$ cat src/rtl/avaliador_ritmo.sv
// avaliador_ritmo: step-by-step note and rhythm evaluator for the piano trainer.
// For each score step it checks the played note against the expected one and the
// onset/release timing against the expected duration, emits one registered verdict
// pulse together with avanca, and keeps a saturating error count.
//
// Handshake: there is no valid/ready pair. The control unit pulses inicia for one
// cycle; every verdict is a one-cycle pulse (exactly one of acerto/erro_nota/erro_tempo)
// coincident with a one-cycle avanca, both high only while the FSM is in REGISTRA.
// The score RAM is expected to present the next step on mem_* by the end of CARREGA.
module avaliador_ritmo #(
    parameter int NOTA_W  = 4,
    parameter int TEMPO_W = 4,
    parameter int SUBDIV  = 4,
    parameter int TOL     = 1,
    parameter int ERRO_W  = 3
) (
    input  logic               clock,
    input  logic               reset,
    input  logic               inicia,
    input  logic               tick,
    input  logic [NOTA_W-1:0]  nota_in,
    input  logic [NOTA_W-1:0]  mem_nota,
    input  logic [TEMPO_W-1:0] mem_tempo,
    input  logic               fim_musica,
    output logic               avanca,
    output logic               acerto,
    output logic               erro_nota,
    output logic               erro_tempo,
    output logic [ERRO_W-1:0]  erros,
    output logic               ocupado,
    output logic               concluido,
    output logic [2:0]         db_estado
);

    // Counters must hold the longest hold limit D+TOL+1 for the largest mem_tempo.
    localparam int CNT_W = $clog2(((2**TEMPO_W) - 1) * SUBDIV + TOL + 2);

    localparam logic [CNT_W-1:0]  CNT_MAX  = '1;
    localparam logic [CNT_W-1:0]  TOL_C    = CNT_W'(TOL);
    localparam logic [CNT_W-1:0]  TOL1_C   = CNT_W'(TOL + 1);
    localparam logic [CNT_W-1:0]  SUBDIV_C = CNT_W'(SUBDIV);
    localparam logic [ERRO_W-1:0] ERR_MAX  = '1;

    typedef enum logic [2:0] {
        OCIOSO   = 3'd0,
        ESPERA   = 3'd1,
        SEGURA   = 3'd2,
        REGISTRA = 3'd3,
        CARREGA  = 3'd4,
        FIM      = 3'd5
    } estado_t;

    estado_t            state_q, state_d;
    logic [CNT_W-1:0]   cnt_q, cnt_d;
    logic [CNT_W-1:0]   h_q, h_d;
    logic [ERRO_W-1:0]  erros_q, erros_d;
    logic [NOTA_W-1:0]  nota_prev_q;
    logic               avanca_q, avanca_d;
    logic               acerto_q, acerto_d;
    logic               erro_nota_q, erro_nota_d;
    logic               erro_tempo_q, erro_tempo_d;
    logic               ocupado_q, ocupado_d;
    logic               concluido_q, concluido_d;

    logic [TEMPO_W-1:0] tempo_eff;
    logic [CNT_W-1:0]   d_val;
    logic [CNT_W-1:0]   hold_lim;
    logic [CNT_W-1:0]   cnt_inc;
    logic [CNT_W-1:0]   h_inc;
    logic [CNT_W-1:0]   h_dist;
    logic               onset;
    logic               v_acerto, v_nota, v_tempo;

    // A zero duration is treated as one beat.
    assign tempo_eff = (mem_tempo == '0) ? TEMPO_W'(1) : mem_tempo;
    assign d_val     = CNT_W'(tempo_eff) * SUBDIV_C;
    assign hold_lim  = d_val + TOL1_C;
    // Onset is a 0 -> nonzero transition; a key held across steps never re-triggers.
    assign onset     = (nota_prev_q == '0) && (nota_in != '0);
    assign cnt_inc   = (tick && (cnt_q != CNT_MAX)) ? cnt_q + CNT_W'(1) : cnt_q;
    assign h_inc     = (tick && (h_q != CNT_MAX)) ? h_q + CNT_W'(1) : h_q;
    assign h_dist    = (h_q >= d_val) ? (h_q - d_val) : (d_val - h_q);

    // Next-state, verdict decision and registered-output next values.
    always_comb begin
        state_d      = state_q;
        cnt_d        = cnt_q;
        h_d          = h_q;
        erros_d      = erros_q;
        avanca_d     = 1'b0;
        acerto_d     = 1'b0;
        erro_nota_d  = 1'b0;
        erro_tempo_d = 1'b0;
        v_acerto     = 1'b0;
        v_nota       = 1'b0;
        v_tempo      = 1'b0;

        case (state_q)
            OCIOSO: begin
                state_d = OCIOSO;
            end
            ESPERA: begin
                if (mem_nota != '0) begin
                    // Onset is judged against the pre-tick count.
                    if (onset) begin
                        if ((nota_in == mem_nota) && (cnt_q <= TOL_C)) begin
                            state_d = SEGURA;
                            h_d     = '0;
                        end else begin
                            v_nota = 1'b1;
                        end
                    end else begin
                        cnt_d = cnt_inc;
                        if (cnt_inc >= TOL1_C) v_tempo = 1'b1;
                    end
                end else begin
                    if (onset) begin
                        v_nota = 1'b1;
                    end else begin
                        cnt_d = cnt_inc;
                        if (cnt_inc >= d_val) v_acerto = 1'b1;
                    end
                end
            end
            SEGURA: begin
                // Release and note change are judged against the pre-tick hold count.
                if (nota_in == '0) begin
                    if (h_dist <= TOL_C) v_acerto = 1'b1;
                    else                 v_tempo  = 1'b1;
                end else if (nota_in != mem_nota) begin
                    v_nota = 1'b1;
                end else begin
                    h_d = h_inc;
                    if (h_inc >= hold_lim) v_tempo = 1'b1;
                end
            end
            REGISTRA: begin
                state_d = CARREGA;
            end
            CARREGA: begin
                cnt_d   = '0;
                state_d = fim_musica ? FIM : ESPERA;
            end
            FIM: begin
                state_d = FIM;
            end
            default: begin
                state_d = OCIOSO;
            end
        endcase

        if (v_acerto || v_nota || v_tempo) begin
            state_d      = REGISTRA;
            avanca_d     = 1'b1;
            acerto_d     = v_acerto;
            erro_nota_d  = v_nota;
            erro_tempo_d = v_tempo;
            if ((v_nota || v_tempo) && (erros_q != ERR_MAX)) erros_d = erros_q + ERRO_W'(1);
        end

        // inicia wins over everything: abort the step silently and restart.
        if (inicia) begin
            state_d      = ESPERA;
            cnt_d        = '0;
            h_d          = '0;
            erros_d      = '0;
            avanca_d     = 1'b0;
            acerto_d     = 1'b0;
            erro_nota_d  = 1'b0;
            erro_tempo_d = 1'b0;
        end

        ocupado_d   = (state_d != OCIOSO) && (state_d != FIM);
        concluido_d = (state_d == FIM);
    end

    // State, counters and all outputs registered with asynchronous reset.
    always_ff @(posedge clock or posedge reset) begin
        if (reset) begin
            state_q      <= OCIOSO;
            cnt_q        <= '0;
            h_q          <= '0;
            erros_q      <= '0;
            nota_prev_q  <= '0;
            avanca_q     <= 1'b0;
            acerto_q     <= 1'b0;
            erro_nota_q  <= 1'b0;
            erro_tempo_q <= 1'b0;
            ocupado_q    <= 1'b0;
            concluido_q  <= 1'b0;
        end else begin
            state_q      <= state_d;
            cnt_q        <= cnt_d;
            h_q          <= h_d;
            erros_q      <= erros_d;
            nota_prev_q  <= nota_in;
            avanca_q     <= avanca_d;
            acerto_q     <= acerto_d;
            erro_nota_q  <= erro_nota_d;
            erro_tempo_q <= erro_tempo_d;
            ocupado_q    <= ocupado_d;
            concluido_q  <= concluido_d;
        end
    end

    assign avanca     = avanca_q;
    assign acerto     = acerto_q;
    assign erro_nota  = erro_nota_q;
    assign erro_tempo = erro_tempo_q;
    assign erros      = erros_q;
    assign ocupado    = ocupado_q;
    assign concluido  = concluido_q;
    assign db_estado  = state_q;

endmodule
$ cat config.mk
export PLATFORM = sky130hd
export DESIGN_NAME = avaliador_ritmo
export DESIGN_NICKNAME = d
export VERILOG_FILES = /design/src/rtl/avaliador_ritmo.sv
export SDC_FILE = /design/constraint.sdc
export NUM_CORES = 1
export LEC_CHECK = 0
export BUFFER_PORTS_ARGS = -buffer_cell sky130_fd_sc_hd__buf_4
export CORE_ASPECT_RATIO = 0.9
export CORE_MARGIN = 4
export CORE_UTILIZATION = 63
export DETAILED_ROUTE_END_ITERATION = 8
export PLACE_DENSITY = 0.88
export SETUP_SLACK_MARGIN = 0.02
export SLEW_MARGIN = 25
export SYNTH_ARGS = -nofsm -noshare
export SYNTH_HDL_FRONTEND = slang
export SYNTH_SLANG_ARGS = --single-unit
$ cat constraint.sdc
create_clock -name clock -period 5 [get_ports clock]
set_input_delay 1 -clock clock [delete_from_list [all_inputs] [get_ports clock]]
set_output_delay 1 -clock clock [all_outputs]
set_load 0.02 [all_outputs]
After elaboration in Yosys (flattened, before gate mapping) --
Cells that the tools add are included.
Storage, ports and cells: register bits after elaboration 28, bits of input ports 17, output and inout port bits 12, word-level logic and storage cells 116
Cells by class: $add $sub $neg 6, order comparisons 6, eq/ne operators 18, multiplexer cells 53, reductions and logical operators 22
Operators with widths (count):
- $mux 6 | 11
- $mux 3 | 9
- $mux 1 | 26
- $ne 3x3->1 const B | 8
- $pmux 6 s2 | 2
- $ge 6x6->1 | 3
- $pmux 3 s5 | 1
- $add 6x1->6 const B | 2
- $le 6x1->1 const B | 2
- $logic_not 4->1 | 3
- $ne 6x6->1 const B | 2
- $sub 6x6->6 | 2
- $eq 3x3->1 const B | 3
- $reduce_bool 3->1 | 3
- $reduce_bool 4->1 | 2
- $add 6x2->6 const B | 1
- $eq 3x2->1 const B | 2
- $ge 6x2->1 const B | 1
- $logic_and 1x1->1 | 6
- $pmux 1 s2 | 3
- $reduce_and 6->1 | 1
- $eq 4x4->1 | 1
- $mux 4 | 1
- $ne 4x4->1 | 1
- other kinds (5) | 9

Logic depth before layout (Yosys ltp) --
depth in word-level cells 14, gate-level depth with buffers 15, depth with buffers taken out 15

Least setup slack after synthesis --
OpenSTA, ideal clock, no wires.
path kind input to register, from input port mem_tempo[1], to register erros_q[0], in the netlist erros[0], setup time 125 ps, arrival time 3578 ps, data required time 4875 ps, path slack 1296 ps, stages on the path 12, path buffers 0, cells stage by stage nor3_1 or2_2 ha_1 inv_1 fa_1 or3_4 o22a_1 o311ai_0 o221ai_2 a31oi_4 a21oi_2 mux2_4
On the way: cells in the longest elaborated chain, start to end 12, elaborated cells on any way between the ends 28, those cells by class add/sub (3); order compare (4); mux (13); reduce/logical (8)
RTL lines:
- start: declaration | line 23 | input logic [TEMPO_W-1:0] mem_tempo,
- $logic_not 4->1 | line 75 | assign tempo_eff = (mem_tempo == '0) ? TEMPO_W'(1) : mem_tempo;
- $mux 4 (*) | line 75
- $sub 6x6->6, or another cell as far along | line 82 | assign h_dist = (h_q >= d_val) ? (h_q - d_val) : (d_val - h_q);
- $mux 6 / $ge 6x6->1 (equally long branches) | line 82, 134
- $le 6x1->1 / $mux 1 (equally long branches) | line 128, 134
- $mux 1, on equally long branches | line 128, 130
- $mux 1 | line 127 | if (nota_in == '0) begin
- $pmux 1 s2 | line 98 | case (state_q)
- $logic_or 1x1->1, on equally long branches | line 158, 152
- $logic_and 1x1->1 / $logic_or 1x1->1 (equally long branches) | line 158, 152
- $reduce_bool 2->1 (no line)
- $reduce_and 2->1 (no line) (*)
- end signal: assignment | line 195 | erros_q <= erros_d;
- end: declaration | line 56 | logic [ERRO_W-1:0] erros_q, erros_d;
Every way passes the cells marked *; elsewhere a longest branch is shown, timed or not. A chain may end at the register's enable or synchronous reset.

Final worst setup path --
from register h_q[1], to register erros_q[0], in the netlist erros[0]
On the way: cells in the longest elaborated chain, start to end 12, elaborated cells on any way between the ends 25, those cells by class add/sub (3); order compare (3); eq/ne (1); mux (10); reduce/logical (8)
RTL lines:
- start: declaration | line 55 | logic [CNT_W-1:0] h_q, h_d;
- start signal: assignment | line 182 | h_q <= '0;
- start signal: assignment | line 194 | h_q <= h_d;
- branches (longest 11 deep; another with $add 6x1->6)
- $reduce_and 2->1 (no line) (*)
Mark *: on every way between the ends.

==> results.toml <==
[run_status]
status = "complete, no violations"

[clock_network]
ctsResizeCount = 0
cts_htree_levels = 1
clk_latency_ns = 0.28
path_clk_slew_ns = 0.09
clock-sinks = 28
cts_setup_buffers = 0
cts_buffer_depth = 2
cts_tree = "built"
clock-root-buffer = "clkbuf_8"
cts-buffers-inserted = 3
hold_buffers = 0

[synthesis]
yosysWarnings = 0
synthArstFlopShare = 1.00
syn_area_mm2 = 0.00235
synth_cell_types = 57
synth_area_leaders = "dfrtp_1, ha_1, inv_1"
synth_edf_count = 0
synth_top_area_cell = "dfrtp_1"
syn-num-nets = 308
synthCells = 266
synth_area_per_cell_um2 = 8.84
synth_top_area_frac = 0.298
ys.flop_type = "dfrtp_1"
ys_seq_area_frac = 0.298
ys_ff_latch = 28

[worst_hold_path]
holdPathStages = 2
hold_path.class = "reg -> reg"

[detailed_routing]
wl_per_cell_um = 16.7
vias = 2124
first_iter_violations = 144
ant_nets = 0
routed_wl_mm = 5.62
drtPass1Iterations = 5
drc = 0
vias_per_cell = 6.32

[power_and_ir_drop]
pwr-share-seq = 0.431
p_int_w = 0.000412
p_switching_w = 0.000167
switching_share = 0.288
power.density_mw_per_mm2 = 218
ir_drop_v = 0.000205
combPwrFrac = 0.263
p_total_w = 0.000579
p_clk_frac = 0.306
power_leakage_nw = 1.19

[global_route]
antenna_found_initial = 0
grt.total_usage = 0.246
grt_pass1_wl_mm = 9.24
grt-ovfl-total = 0
grt_max_degree = 29
grt_pass1_vias = 2052

[sta]
hold_ws_ns = 0.577
finalSetupViolCount = 0
fin_crit_sh = 0.776
finalMaxSlewViolations = 0
min_period_ns = 3.88
hold_viol = 0
setup_slack_ns = 1.12
rsz0062_at_grt = "no"
fmax_ghz = 0.258
final.setup.tns_ns = 0
fin_skew_ns = 0.00855
worst_pin_slew_ns = 0.647
slew_headroom = 0.565

[critical_path]
critical_path_class = "reg -> reg"
path_cells = "ha_1, nand3_1, o21a_1, nand2_1, nor3_1, nand3_1, xnor2_1, ha_1, and4_1, nand2_1, o211a_1, o221ai_2, a31oi_4, a21oi_2, mux2_4"
cp_slowest_cell = "nor3_1"
cp_max_fo = 8
critPathTopFamily = "simple AND/OR/NAND/NOR gates"
crit_path_end_kind = "flop"
r2r_cells = 15
cp.arrival_ns = 4.04
crit_required_ns = 5.16
slowest_delay_ns = 0.49
crit_buf_inv = 0
start_kind = "flop"
path_depth = 15

[die]
die_y_um = 66.0
die_x_um = 72.4
die_area_mm2 = 0.00478
num_rows = 20
coreArea_mm2 = 0.00348
initial_core_util = 0.676
num_io_pins = 29

[final_layout]
drive_above_1_share = 0.161
fin_area_mm2 = 0.00266
num-fill-cells = 258
num-nets-final = 335
multiInputGateArea_mm2 = 0.00153
seq_area_um2 = 701
area_growth_pct = 13.0
n_antenna_cell = 0

[placed_design]
io_buffers = 28
globalplace.congestion = 0.880
dpl_worst_slack_ns = 0.865
dp_hpwl_mm = 4.39
dpl-instance-area_mm2 = 0.00259

[run]
cap_violations = 0
## state kept, by name (all words and copies together) (netlist names), 3 cells and up
name and count:
cnt_q 6, h_q 6, nota_prev_q 4, erros 3, db_estado 3
## cells in the mapped netlist (2+ instances only)
| library cell | n |
|---|---|
| a211oi_1 | 2 |
| a21o_1 | 2 |
| a21oi_1 | 11 |
| a21oi_2 | 2 |
| a22o_1 | 3 |
| a22oi_1 | 2 |
| a31oi_1 | 6 |
| and2_1 | 4 |
| clkbuf_1 | 5 |
| dfrtp_1 | 28 |
| ha_1 | 24 |
| inv_1 | 25 |
| mux2_4 | 2 |
| mux2i_1 | 3 |
| nand2_1 | 13 |
| nand2b_1 | 7 |
| nand3_1 | 10 |
| nand4_1 | 2 |
| nor2_1 | 20 |
| nor2b_1 | 8 |
| nor3_1 | 9 |
| nor3b_1 | 2 |
| nor4_1 | 3 |
| o2111ai_1 | 4 |
| o211ai_1 | 3 |
| o21a_1 | 5 |
| o21ai_0 | 15 |
| o22a_1 | 2 |
| or3_1 | 4 |
| or3b_1 | 2 |
| or4_1 | 2 |
| xnor2_1 | 6 |
| xor2_1 | 6 |
## layout make-up
type	count	share of cell area
multi-input combinational	207	0.575
clock inverter	1	0.0113
timing repair buffer	28	0.0791
clock buffer	3	0.0155
inverter	25	0.0353
tap	44	0.0207
sequential	28	0.264
## tightest hold or removal path: cells and delay by family, from the launching register on
| family | cells | cell delay, ns |
|---|---|---|
| flops | 1 | 0.40 |
| simple gates | 1 | 0.08 |
| mux | 1 | 0.06 |
## metrics by stage
step	cells	utilization
global placement	332	0.744
global route	336	0.764
floorplan	266	-
finish	336	0.764
detailed placement	332	0.744
CTS	336	0.764
## logic make-up (layout without fill, tap and decap cells)
logic type               Yosys count  count (layout)  share of synthesized area
AND/OR/NAND/NOR                   93              93                      0.217
buffers and inverters             31              57                     0.0527
multiplexers                       6               6                     0.0303
AO/OA/AOI/OAI                     71              71                      0.221
XOR/XNOR                          12              12                     0.0447
flip-flops                        28              28                      0.298
adder cells (fa/ha/maj)           25              25                      0.136
## final timing paths
check	startpoint	endpoint	slack [ns]
setup / recovery	h_q[1]	erros[0]	1.12
hold / removal	erros[1]	erros[1]	0.58
setup reg to reg	h_q[1]	erros[0]	1.12
hold reg to reg	erros[1]	erros[1]	0.58
max in group asynchronous	reset	nota_prev_q[0]	3.83
min in group asynchronous	reset	cnt_q[2]	0.77
## power groups by stage
| stage | logic [W] | registers [W] | clock network, W |
|---|---|---|---|
| 6_report | 0.000152 | 0.000250 | 0.000177 |
| 5_1_grt | 0.000168 | 0.000252 | 0.000190 |
| 4_1_cts | 0.000152 | 0.000250 | 0.000179 |
| 3_5_place_dp | 0.000151 | 0.000254 | 0 |
| 3_3_place_gp | 0.000146 | 0.000254 | 0 |
| 2_1_floorplan | 0.0000941 | 0.000261 | 0 |
## metal layers
layer / GRT usage / vias to the layer above / share of wire
met5: 0 / - / 0
met1: 0.303 / 1014 / 0.42
li1: - / 1020 / -
met4: 0.0599 / 0 / 0.010
met2: 0.441 / 82 / 0.50
met3: 0.0471 / 8 / 0.065
## layout by cell type, fill, tap and decap left out, drive strengths merged, types with 3 or more instances in the layout
| cell type | netlist | layout |
|---|---|---|
| a21oi | 13 | 13 |
| nand2 | 13 | 13 |
| inv | 25 | 25 |
| nand2b | 7 | 7 |
| dfrtp | 28 | 28 |
| buf | 1 | 28 |
| nand3 | 10 | 10 |
| xor2 | 6 | 6 |
| nor2b | 8 | 8 |
| o21a | 5 | 5 |
| xnor2 | 6 | 6 |
| mux2i | 3 | 3 |
| or3 | 5 | 5 |
| nor2 | 20 | 20 |
| a22o | 3 | 3 |
| o21ai | 15 | 15 |
| o2111ai | 4 | 4 |
| and2 | 4 | 4 |
| o211ai | 4 | 4 |
| nor4 | 3 | 3 |
| mux2 | 3 | 3 |
| a31oi | 7 | 7 |
| nor3 | 9 | 9 |
| ha | 24 | 24 |
| clkbuf | 5 | 3 |
(Power assumes the default switching activity.)
